$ cat src/rtl/div_pkg.sv
// Shared types and helpers for the sequential divider.
package div_pkg;

    localparam int DIV_W_DEFAULT = 16;
    // Widest operand the negate helper covers; callers cast down to W.
    localparam int NEG_MAXW = 128;

    typedef enum logic [1:0] {
        IDLE,
        CALC,
        FIX,
        DONE
    } div_state_t;

    function automatic logic [NEG_MAXW-1:0] twos_neg(input logic [NEG_MAXW-1:0] v);
        return ~v + NEG_MAXW'(1);
    endfunction

endpackage

$ cat src/rtl/div_step.sv
// One restoring-division iteration: shift in a dividend bit, trial-subtract the divisor.
// Purely combinational; the caller registers the result.
module div_step
    import div_pkg::*;
#(
    parameter int W = DIV_W_DEFAULT
) (
    input  logic [W-1:0] rem,
    input  logic         dividend_bit,
    input  logic [W-1:0] divisor,
    output logic [W-1:0] rem_next,
    output logic         q_bit
);

    logic [W:0]   shifted;
    logic [W+1:0] diff;

    // rem < divisor on entry, so the shifted value fits W+1 bits and the
    // kept difference always fits back into W bits.
    always_comb begin
        shifted  = {rem, dividend_bit};
        diff     = {1'b0, shifted} - {2'b00, divisor};
        q_bit    = ~diff[W+1];
        rem_next = q_bit ? W'(diff) : W'(shifted);
    end

endmodule

$ cat src/rtl/seq_divider_param.sv
// Multi-cycle signed/unsigned restoring divider with start/busy/done handshake.
// W+1 cycles per divide (1 for divide-by-zero); starts are ignored while busy.
module seq_divider_param
    import div_pkg::*;
#(
    parameter int W  = DIV_W_DEFAULT,
    parameter int CW = $clog2(W+1)
) (
    input  logic         inp_clk,
    input  logic         inp_rst,
    input  logic         inp_start,
    input  logic         inp_signed,
    input  logic [W-1:0] inp_a,
    input  logic [W-1:0] inp_b,
    output logic         out_busy,
    output logic         out_done,
    output logic [W-1:0] out_quotient,
    output logic [W-1:0] out_remainder,
    output logic         out_div_by_zero
);

    div_state_t    state;
    logic [CW-1:0] cnt;
    logic [W-1:0]  dvd;
    logic [W-1:0]  dvs;
    logic [W-1:0]  rem;
    logic          neg_q;
    logic          neg_r;
    logic          dz;

    logic [W-1:0]  step_rem;
    logic          step_q;
    logic [W-1:0]  a_mag;
    logic [W-1:0]  b_mag;
    logic [W-1:0]  q_fix;
    logic [W-1:0]  r_fix;

    div_step #(.W(W)) u_step (
        .rem          (rem),
        .dividend_bit (dvd[W-1]),
        .divisor      (dvs),
        .rem_next     (step_rem),
        .q_bit        (step_q)
    );

    // The most-negative value maps onto itself as an unsigned magnitude,
    // which is exactly what the unsigned core needs.
    always_comb begin
        a_mag = (inp_signed && inp_a[W-1]) ? W'(twos_neg(NEG_MAXW'(inp_a))) : inp_a;
        b_mag = (inp_signed && inp_b[W-1]) ? W'(twos_neg(NEG_MAXW'(inp_b))) : inp_b;
        q_fix = neg_q ? W'(twos_neg(NEG_MAXW'(dvd))) : dvd;
        r_fix = neg_r ? W'(twos_neg(NEG_MAXW'(rem))) : rem;
    end

    // dvd starts as the dividend magnitude and fills with quotient bits from
    // the bottom as the dividend bits leave the top.
    always_ff @(posedge inp_clk or posedge inp_rst) begin
        if (inp_rst) begin
            state           <= IDLE;
            cnt             <= '0;
            dvd             <= '0;
            dvs             <= '0;
            rem             <= '0;
            neg_q           <= 1'b0;
            neg_r           <= 1'b0;
            dz              <= 1'b0;
            out_busy        <= 1'b0;
            out_done        <= 1'b0;
            out_quotient    <= '0;
            out_remainder   <= '0;
            out_div_by_zero <= 1'b0;
        end else begin
            case (state)
                IDLE, DONE: begin
                    if (inp_start) begin
                        out_done        <= 1'b0;
                        out_div_by_zero <= 1'b0;
                        out_busy        <= 1'b1;
                        neg_q           <= inp_signed & (inp_a[W-1] ^ inp_b[W-1]);
                        neg_r           <= inp_signed & inp_a[W-1];
                        dvs             <= b_mag;
                        if (inp_b == '0) begin
                            // Raw dividend parked in rem so FIX can return it untouched.
                            dz    <= 1'b1;
                            rem   <= inp_a;
                            dvd   <= '0;
                            cnt   <= '0;
                            state <= FIX;
                        end else begin
                            dz    <= 1'b0;
                            rem   <= '0;
                            dvd   <= a_mag;
                            cnt   <= CW'(W);
                            state <= CALC;
                        end
                    end
                end
                CALC: begin
                    rem <= step_rem;
                    dvd <= {dvd[W-2:0], step_q};
                    cnt <= cnt - CW'(1);
                    if (cnt == CW'(1)) begin
                        state <= FIX;
                    end
                end
                FIX: begin
                    if (dz) begin
                        out_quotient    <= '1;
                        out_remainder   <= rem;
                        out_div_by_zero <= 1'b1;
                    end else begin
                        out_quotient    <= q_fix;
                        out_remainder   <= r_fix;
                        out_div_by_zero <= 1'b0;
                    end
                    out_done <= 1'b1;
                    out_busy <= 1'b0;
                    state    <= DONE;
                end
                default: begin
                    state <= IDLE;
                end
            endcase
        end
    end

endmodule

$ cat config.mk
export PLATFORM = sky130hd
export DESIGN_NAME = seq_divider_param
export DESIGN_NICKNAME = d
export VERILOG_FILES = /design/src/rtl/div_pkg.sv /design/src/rtl/div_step.sv /design/src/rtl/seq_divider_param.sv
export SDC_FILE = /design/constraint.sdc
export NUM_CORES = 1
export LEC_CHECK = 0
export BUFFER_PORTS_ARGS = -buffer_cell sky130_fd_sc_hd__buf_2
export CORE_MARGIN = 8
export CORE_UTILIZATION = 48
export CTS_CLUSTER_DIAMETER = 80
export DETAILED_ROUTE_END_ITERATION = 12
export HOLD_SLACK_MARGIN = 0.05
export PLACE_DENSITY = 0.68
export SLEW_MARGIN = 25
export SYNTH_ARGS = -nofsm -noshare
export SYNTH_HDL_FRONTEND = slang
export SYNTH_SLANG_ARGS = --single-unit
export TNS_END_PERCENT = 5
$ cat constraint.sdc
create_clock -name inp_clk -period 4.8 [get_ports inp_clk]
set_clock_uncertainty 0.1 [all_clocks]
set_input_delay 0.24 -clock inp_clk [delete_from_list [all_inputs] [get_ports inp_clk]]
set_output_delay 0.24 -clock inp_clk [all_outputs]
set_load 0.01 [all_outputs]
==> metrics <==
port buffer count 70; register bit total from synthesis 93; Starting Density 0.4943; Hold Path Origin inp_b[13]; drt pass-1 iters 5; starting DRC count in detailed routing 381; synthesis warning total 0; die width 127.5 um; CP required 4970 ps; ant diodes 0; CP most frequent cell o21ai_1; Worst R2R Setup Slack 1970 ps; initial antenna violation count 0; largest net degree at the start of global routing 56; Sink Count 93; reg2reg path depth 8; Max Cap Violations 0; period utilization 0.5900; DRC 0; Cells on Worst Hold Path 3; fin crit period 2832 ps; share of flip-flops with an asynchronous set or reset after synthesis 1.000; post-route design area 6769 um^2; final hold vios 0; vias in the first global route 5153; HP Class in -> reg; largest area contributor in the netlist dfrtp_1; WL/cell 16.70 um; Critical Path Max Stage Delay 570 ps; FF-to-FF End rem[0]; Via density 5.580; share of the synthesized area in the top cell type 0.3903; Worst-Skew Late Latency 350 ps; Layout area overhead 13.54%; kind of start point of the critical path flip-flop; CTS root buf clkbuf_16; top_reg_cell synth dfrtp_1; total power 0.005449 W; worst r2r src rem[11]; H-tree depth 3; # nets final 822; Finished Core Util 0.5612; Slew headroom 0.3857; Max Fanout on Critical Path 9; gpl congestion 0.9085; setup_tns 0 ps; I/O Pins 71; highest clock rate 0.3531 GHz; Post-DRT Antenna Nets 0; Die Area 16240 um^2; grt total ovfl 0; Avg Synthesized Cell Area 8.385 um^2; Non-Filler Instances 934; Post-synth EDFFs 0; Post-Synthesis Cells 711; HPWL after DPL 11.82 mm; Worst setup EP type flip-flop; via count 5212; Max VDD drop 0.4067 mV; Syn Nets 772; critical path class reg -> reg; Slew Viols, Final 0; drt total wl 15.60 mm; DP Area 6447 um^2; ordered list of cells on the worst path ha_1, a21oi_1, o21a_1, o21ai_1, a211o_1, o21ba_2, mux2_2, o21ai_1; Post-Place Cells 917; gr usage total 0.1989; Setup-failing EPs final 0; slowest CP cell dfrtp_1; Core Area 12060 um^2; first-pass GRT wire length 26.08 mm; crit path launch rem[11]; leakage 2.996 nW; sequential fraction of the synthesis area 0.3903; Distinct cells, synth 53; top cells by area, synth dfrtp_1, a21oi_1, xnor2_1, ha_1, nor2_1; unrepaired setup endpoints after global routing false; status finished clean; clock slew at the register clock pins of the worst setup and hold paths 70 ps; Longest Clk Path Bufs 2; fillers 1120; # rows 40; top-count cell post-synth dfrtp_1; CP arrival 3010 ps; share of cells above drive strength 1 0.1384; clock buffer count from CTS 9; hold path endpoint dvs[13]; Commonest cells post-synth dfrtp_1, a21oi_1, nor2_1; mapped cell area 5962 um^2; Die Y 127.5 um; TritonCTS clock tree done; measured slew at the worst slew-check pin 919.5 ps; Pwr per Cell Area 805.0 nW/um^2
-- worst max path at each step --
stage / end / slack [ps] / cells after the start
floorplan: cnt[0] / 2040 / 1
detailed placement: dvd[15] / 1870 / 7
global route: rem[12] / 1660 / 11
finish: rem[0] / 1970 / 8
global placement: dvd[5] / 1820 / 7
CTS: rem[12] / 1960 / 11
-- sequential cells by signal, summed over array words and instances (netlist names) --
register,cells
rem,16
neg_q,1
state,2
neg_r,1
dz,1
out_div_by_zero,1
out_quotient,16
cnt,5
out_busy,1
dvs,16
out_done,1
dvd,16
out_remainder,16
-- metrics by stage --
| stage | setup WS, ps | hold WS [ps] |
|---|---|---|
| 4_1_cts | 1961 | 84.62 |
| 6_report | 1968 | 86.69 |
| 3_5_place_dp | 1871 | 372.0 |
| 5_1_grt | 1658 | 88.05 |
| 3_3_place_gp | 1816 | 365.1 |
| 2_1_floorplan | 2040 | 276.0 |
-- kinds of logic after synthesis --
| logic type | Yosys count | synth area share |
|---|---|---|
| adders and majority gates | 25 | 0.05373 |
| xor gates and xnor gates | 68 | 0.09989 |
| and+or+nand+nor | 221 | 0.1679 |
| muxes | 18 | 0.03106 |
| AOI/OAI and AO/OA | 209 | 0.2080 |
| buffers and inverters | 77 | 0.04911 |
| DFF | 93 | 0.3903 |
-- cell type report --
type | count | area (um^2) | area share
tap | 168 | 210.2 | 0.03105
clock inverter | 6 | 68.82 | 0.01017
clock buffer | 10 | 239.0 | 0.03530
multi-input combinational | 541 | 3366 | 0.4972
timing repair buffer | 78 | 412.9 | 0.06100
sequential | 93 | 2327 | 0.3438
inverter | 38 | 145.1 | 0.02144
-- critical path: cells and delay by family (launching register included) --
family | cells | cell delay [ps]
adders and majority gates | 1 | 390
AOI/OAI and AO/OA | 6 | 1320
DFF | 1 | 570
muxes | 1 | 360
-- per-layer routing --
metal	part of all wire	up-vias	wire, um	global-route usage
met3	0.057	21	892	0.03744
met2	0.46	167	7116	0.3181
met1	0.47	2433	7262	0.2605
met4	0.021	0	331	0.07768
li1	-	2591	-	-
met5	0	-	0	0
-- power breakdown --
group	switching (W)	total, W	leakage [nW]	internal (W)
Clock	0.000324	0.000746	0.149	0.000422
Sequential	0.000398	0.00157	1.12	0.00117
Combinational	0.00184	0.00313	1.72	0.00129
Total	0.00257	0.00545	3.00	0.00288
-- timing repair --
item | 4_1_cts | 5_1_grt
endpoints found under the hold margin | 54 | 0
hold buffers | 1 | 0
endpoints found under the setup margin | 0 | 0
gates resized for setup | 0 | 0
buffers inserted | 0 | 0
-- placed cells by master, fill, tap and decap left out, types with 7 or more instances in the layout --
master,instances
dfrtp_1,93
a21oi_1,86
nor2_1,79
buf_2,70
nand2_1,68
o21ai_0,51
xnor2_1,37
inv_1,37
xor2_1,31
ha_1,23
nor3_1,21
mux2i_1,14
o31ai_1,9
o21a_1,9
clkbuf_16,9
a31oi_1,8
and3_1,8
nor4_1,7
buf_4,7
Power figures use the tool's default switching activity.
